`src/rtl/prng_stream.sv`:
```
//------------------------------------------------------------------------------
// Module   : prng_stream
// Brief    : LCG / Galois-LFSR pseudo-random stream with seed reload,
//            valid/ready output and unbiased bounded samples by rejection.
// Revision : 1.0 - initial release
//------------------------------------------------------------------------------
`default_nettype none

module prng_stream #(
    parameter int          WIDTH        = 32,
    parameter int          SEED_W       = 16,
    parameter int          OUT_W        = 16,
    parameter logic [31:0] MULT         = 32'd1664525,
    parameter logic [31:0] INC          = 32'd1013904223,
    parameter logic [31:0] TAPS         = 32'h80200003,
    parameter logic [31:0] DEFAULT_SEED = 32'd1
) (
    input  logic              clk,
    input  logic              rst,
    input  logic [SEED_W-1:0] seed,
    input  logic              seed_load,
    input  logic              mode,
    input  logic [OUT_W-1:0]  bound,
    input  logic              ready,
    output logic [OUT_W-1:0]  o_rand,
    output logic              o_valid,
    output logic [7:0]        o_rej_cnt
);

    localparam logic [WIDTH-1:0] C_MULT = WIDTH'(MULT);
    localparam logic [WIDTH-1:0] C_INC  = WIDTH'(INC);
    localparam logic [WIDTH-1:0] C_TAPS = WIDTH'(TAPS);
    localparam logic [WIDTH-1:0] C_DSEED = WIDTH'(DEFAULT_SEED);

    typedef enum logic [0:0] {
        GEN   = 1'b0,
        VALID = 1'b1
    } fsm_e;

    fsm_e              fsm_q, fsm_d;
    logic [WIDTH-1:0]  prng_q, prng_d;
    logic              mode_q, mode_d;
    logic [OUT_W-1:0]  bound_q, bound_d;
    logic [OUT_W-1:0]  rand_q, rand_d;
    logic              valid_q, valid_d;
    logic [7:0]        rej_q, rej_d;

    logic [WIDTH-1:0]  w_lcg;
    logic [WIDTH-1:0]  w_lfsr;
    logic [WIDTH-1:0]  w_next;
    logic [WIDTH-1:0]  w_seed_ext;
    logic [OUT_W-1:0]  w_mask;
    logic [OUT_W-1:0]  w_cand;
    logic              w_accept;
    logic              w_step;

    always_comb begin
        w_lcg  = prng_q * C_MULT + C_INC;
        w_lfsr = (prng_q >> 1) ^ (prng_q[0] ? C_TAPS : '0);
        w_next = mode_q ? w_lfsr : w_lcg;

        // Smear the MSB of (bound-1) downward; bound=0 wraps to all ones.
        w_mask = bound_q - OUT_W'(1);
        for (int i = 1; i < OUT_W; i++) begin
            w_mask = w_mask | (w_mask >> i);
        end

        w_cand     = w_next[WIDTH-1 -: OUT_W] & w_mask;
        w_accept   = (bound_q == '0) || (w_cand < bound_q);
        w_step     = (fsm_q == GEN) || (valid_q && ready);
        w_seed_ext = WIDTH'(seed);
    end

    always_comb begin
        fsm_d   = fsm_q;
        prng_d  = prng_q;
        mode_d  = mode_q;
        bound_d = bound_q;
        rand_d  = rand_q;
        valid_d = valid_q;
        rej_d   = rej_q;

        if (seed_load) begin
            // A zero LFSR state is a fixed point, so substitute the default.
            prng_d  = (mode && (w_seed_ext == '0)) ? C_DSEED : w_seed_ext;
            mode_d  = mode;
            bound_d = bound;
            valid_d = 1'b0;
            rej_d   = '0;
            fsm_d   = GEN;
        end else if (w_step) begin
            prng_d = w_next;
            if (w_accept) begin
                rand_d  = w_cand;
                valid_d = 1'b1;
                fsm_d   = VALID;
            end else begin
                valid_d = 1'b0;
                rej_d   = (rej_q == 8'hFF) ? rej_q : rej_q + 8'd1;
                fsm_d   = GEN;
            end
        end
    end

    always_ff @(posedge clk or posedge rst) begin
        if (rst) begin
            fsm_q   <= GEN;
            prng_q  <= C_DSEED;
            mode_q  <= 1'b0;
            bound_q <= '0;
            rand_q  <= '0;
            valid_q <= 1'b0;
            rej_q   <= '0;
        end else begin
            fsm_q   <= fsm_d;
            prng_q  <= prng_d;
            mode_q  <= mode_d;
            bound_q <= bound_d;
            rand_q  <= rand_d;
            valid_q <= valid_d;
            rej_q   <= rej_d;
        end
    end

    assign o_rand    = rand_q;
    assign o_valid   = valid_q;
    assign o_rej_cnt = rej_q;

endmodule

`default_nettype wire

```
`config.mk`:
```
export PLATFORM = sky130hd
export DESIGN_NAME = prng_stream
export DESIGN_NICKNAME = d
export VERILOG_FILES = /design/src/rtl/prng_stream.sv
export SDC_FILE = /design/constraint.sdc
export NUM_CORES = 1
export LEC_CHECK = 0
export BUFFER_PORTS_ARGS = -buffer_cell sky130_fd_sc_hd__buf_2
export CORE_MARGIN = 2
export CORE_UTILIZATION = 55
export DETAILED_ROUTE_END_ITERATION = 7
export MAX_ROUTING_LAYER = met4
export PLACE_DENSITY = 0.73
export SKIP_CTS_REPAIR_TIMING = 1
export SYNTH_ARGS = -nofsm -noshare
export SYNTH_HDL_FRONTEND = slang
export SYNTH_SLANG_ARGS = --single-unit
```
`constraint.sdc`:
```
create_clock -name clk -period 23.1 [get_ports clk]
set_clock_uncertainty 0.05 [all_clocks]
set_input_delay 3.465 -clock clk [delete_from_list [all_inputs] [get_ports clk]]
set_output_delay 3.465 -clock clk [all_outputs]
set_load 0.005 [all_outputs]
```
### Yosys cells after proc, flatten, opt, wreduce, memory -nomap -nowiden

Cells that the tools add are included.

* latch bits: 0
* logic and storage cells: 54
* output and inout bits: 25
* memory bits (writable): 0
* memory bits (read-only): 0
* flip-flop bits (word level): 74
* memories: 0
* input bits: 37

* reduce and logical (&&, ||, !) cells: 9
* $add $sub $neg: 3
* multiply operators: 1
* div/mod/pow operators: 0
* shift operators: 0
* bitwise logic cells: 19
* equality and inequality tests: 3
* muxes and demuxes: 12
* $lt $le $gt $ge: 1

Operators with widths (number)
* 2-to-1 mux 32 bit: 4
* adder 32 x 30 -> 32 bit, second input constant: 1
* zero test 32 bit: 1
* multiplier 32 x 21 -> 32 bit, second input constant: 1
* 2-to-1 mux 8 bit: 4
* bitwise XOR 31 x 32 -> 32 bit: 1
* bitwise AND 16 bit: 1
* zero test 16 bit: 1
* < comparator 16 bit: 1
* 2-to-1 mux 16 bit: 1
* bitwise OR 16 x 1 -> 16 bit: 1
* bitwise OR 16 x 10 -> 16 bit: 1
* bitwise OR 16 x 11 -> 16 bit: 1
* bitwise OR 16 x 12 -> 16 bit: 1
* bitwise OR 16 x 13 -> 16 bit: 1
* bitwise OR 16 x 14 -> 16 bit: 1
* bitwise OR 16 x 15 -> 16 bit: 1
* bitwise OR 16 x 2 -> 16 bit: 1
* bitwise OR 16 x 3 -> 16 bit: 1
* bitwise OR 16 x 4 -> 16 bit: 1
* bitwise OR 16 x 5 -> 16 bit: 1
* bitwise OR 16 x 6 -> 16 bit: 1
* bitwise OR 16 x 7 -> 16 bit: 1
* bitwise OR 16 x 8 -> 16 bit: 1
* other kinds (11): 18

### Longest topological paths before layout

* depth in word-level cells: 22
* depth in mapped cells: 35

### Worst setup path before layout

Ideal clock, no wire load.

* kind: reg2reg
* start: reg prng_q[1]
* end: reg rand_q[3], in the netlist o_rand[3]
* data required time: 22.923 ns
* data arrival time: 7.515 ns
* setup time: 0.127 ns
* path slack: 15.408 ns
* stages on the path, launching flop included: 31
* buffers on the path: 3
* clock period less this slack: 7.692 ns
* cell sequence: dfrtp_1 -> inv_1 -> ha_1 -> xnor2_1 -> xnor2_1 -> fa_1 -> inv_1 -> fa_1 -> fa_1 -> fa_1 -> fa_1 -> ha_1 -> clkbuf_1 -> a21o_1 -> a311o_1 -> a21oi_1 -> nand2_1 -> a21oi_1 -> nor4_1 -> nor3b_1 -> nor2_1 -> ha_1 -> a21oi_1 -> o22ai_1 -> o211a_1 -> o21ai_0 -> a41oi_1 -> a311o_1 -> buf_6 -> buf_6 -> mux2_1

* longest elaborated chain between the ends: 7

RTL lines
* from (decl): line 41 `logic [WIDTH-1:0] prng_q, prng_d;`
* from (signal assigned): line 116 `prng_q <= prng_d;`
* multiplier 32 x 21 -> 32 bit: line 58 `w_lcg = prng_q * C_MULT + C_INC;`
* adder 32 x 30 -> 32 bit: line 58
* 2-to-1 mux 32 bit: line 60 `w_next = mode_q ? w_lfsr : w_lcg;`
* bitwise AND 16 bit: line 68 `w_cand = w_next[WIDTH-1 -: OUT_W] & w_mask;`
* net w_cand[11]: line 53 `logic [OUT_W-1:0] w_cand;`
* < comparator 16 bit: line 69 `w_accept = (bound_q == '0) || (w_cand < bound_q);`
* logical OR 1 bit: line 69
* AND reduction 3 bit (no line)
* to (signal assigned): line 119 `rand_q <= rand_d;`
* to (decl): line 44 `logic [OUT_W-1:0] rand_q, rand_d;`

The timed path passes the listed nets, and every way through them passes these cells.
A chain may end at the register's enable or synchronous reset.

### Worst setup path in the final report

* start: reg prng_q[1]
* end: reg rand_q[10], in the netlist o_rand[10]

Same word-level chain as after synthesis.

==> metrics.cfg <==
[grt]
track_usage = 0.300
grt_antenna_before_repair = 0
grt_pass1_vias = 9491
grt_pass1_wl_um = 50100
grt_overflow = 0
grt_max_degree = 83

[routing]
routedWlPerCell_um = 19.3
drtIter0Drc = 620
vias_per_cell = 5.79
drc = 0
postRouteAntennaNets = 0
firstDrtPassIters = 5
vias = 9324
wl_um = 31100

[sta]
fin_setup_tns_ns = 0
finalHoldViolCount = 0
slew_headroom = 0.301
fin_ws_ns = 13.76
finalCriticalPeriod_ns = 9.34
tightestPinTransition_ns = 1.05
min_period_over_period = 0.405
rsz0062_at_grt = no
slew_violations = 0
max_freq_ghz = 0.107
finalSetupViolations = 0

[die]
start_util = 0.557
core_sq_um = 21000
chipHeight_um = 150
die_x_um = 150
row_count = 53
io_pins = 62
dieArea_sq_um = 22400

[setup_path]
crit_path_start_kind = flip-flop
cp_data_required_time_ns = 23.28
worst-path-buf-inv = 2
critPathMaxStageDelay_ns = 0.85
worst_path_dominant_cell_family = adder cells
crit_type = reg2reg
crit_path_end_kind = flip-flop
cp_slowest_cell = a311o_1
timing.rr.start = prng_q[1]
crit_arrival_ns = 9.53
crit_top_cell = fa_1
r2r_slack_ns = 13.76
reg2regPathDepth = 26
path_max_fanout = 24
timing.rr.end = o_rand[10]

[yosys]
synth-warning-count = 0
synthXorXnorAreaFrac = 0.0367
synthAdderAreaFrac = 0.426
synth_compound_area_frac = 0.134
seq_area_frac_synth = 0.159
synthCells = 1293
synthSimpleGateAreaFrac = 0.121
synthFlopType = dfrtp_1
netlist_area_sq_um = 11700
yosysTopAreaCellShare = 0.235
synth_cell_types = 71
synth_top_family_by_area = adder cells
synth_edf_count = 0
synth_nets = 1646
yosysTopAreaCell = fa_1
ys_ff_latch = 74
syn_avg_cell_area_sq_um = 9.04
synth_mux_area_frac = 0.0180
yosys-top-cells-area = fa_1, ha_1, dfrtp_1
synthArstFlopShare = 1.00

[clock_network]
tritoncts = done
numCtsBuffers = 9
cts_htree_levels = 3
clock-sinks = 74
clkSlewWorstSetupHoldPaths_ns = 0.06
clock_latency_ns = 0.34
clock_path_buffers = 2
root_buffer = clkbuf_16

[layout]
drive_above_1_share = 0.0883
area_delta_synth_final_pct = 6.88
final_nets = 1684
layout_common_cells = inv_1, ha_1, fa_1, nand2_1, dfrtp_1
antenna_cells = 0
design_area_sq_um = 12500
mostFrequentLayoutCell = inv_1

[place]
pre_cts_ws_ns = 13.89
gp_congestion = 0.951
dp_hpwl_um = 26200
port_buffers = 61
post_dp_cell_area_sq_um = 12200

[run_status]
outcome = finished clean

[job]
cap_violations = 0

[worst_hold_path]
holdCritPathClass = reg2reg
min_from = o_rand[11]
hold-path-endpoint = o_rand[11]
hold_depth = 2

-- how the worst max path moves through the flow --
stage                  to      start  depth (start not counted)
6_report       o_rand[10]  prng_q[1]                         26
5_1_grt         o_rand[6]  prng_q[1]                         26
4_1_cts        o_rand[10]  prng_q[1]                         26
3_5_place_dp   o_rand[10]  prng_q[1]                         26
3_3_place_gp   o_rand[10]  prng_q[1]                         26
2_1_floorplan   o_rand[3]  prng_q[1]                         30
-- stage by stage --
stage / utilization / hold slack (ns) / cells
floorplan: - / 0.420 / 1293
global placement: 0.582 / 0.416 / 1595
detailed placement: 0.582 / 0.419 / 1595
CTS: 0.596 / 0.436 / 1611
global route: 0.596 / 0.458 / 1611
finish: 0.596 / 0.428 / 1611
-- registers in the layout (all words and copies together), names as in the netlist --
signal	cells
fsm_q	1
bound_q	16
o_rej_cnt	8
mode_q	1
o_rand	16
prng_q	32
-- cell families (layout without fill, tap and decap cells) --
group           Yosys count  after routing
fa+ha+maj               316            316
simple gates            278            278
buf+inv                 321            364
compound gates          236            236
flops                    74             74
mux                      19             19
xor+xnor                 49             49
-- worst register-to-register path, delay by kind of cell (launching register included) --
kind                       cells  cell delay, ns
AOI/OAI and AO/OA              6            2.26
xor gates and xnor gates       2            0.56
adders and majority gates      8            3.60
buffers and inverters          2            0.28
DFF                            1            0.63
muxes                          1            0.42
and+or+nand+nor                7            1.43
-- cell type report --
cell class / instances / area (sq um)
clock buffer: 10 / 239
clock inverter: 6 / 42.5
fill: 1896 / 8470
inverter: 281 / 1050
multi-input combinational: 898 / 8600
sequential: 74 / 1850
tap: 275 / 344
timing repair buffer: 67 / 350
-- cell usage after synthesis (all sizes together) (3+ instances only) --
cell type,number
nor2,56
mux2,10
nor4b,3
o31ai,16
or4,4
nor4,12
nand4,11
nand2,92
a21oi,42
o211a,6
fa,137
mux2i,9
and4,5
a31oi,11
ha,179
a31o,3
and3,8
o311ai,5
a41oi,4
a21o,14
a211oi,11
o211ai,14
nand2b,7
a311o,5
clkbuf,31
buf,9
inv,280
o21a,7
nand3,11
o22ai,3
and2,9
o21ai,69
nor2b,15
nor3,13
xnor2,42
or3,12
or3b,5
nor3b,5
dfrtp,73
or2,7
xor2,7
-- per-layer routing --
layer | track usage | share of wire
met1 | 0.407 | 0.45
met2 | 0.467 | 0.47
met3 | 0.0473 | 0.059
met5 | - | 0
met4 | 0.0901 | 0.027
Power is not shown: default switching activity piles up to over one toggle a cycle in this logic, so the estimate is an artifact.
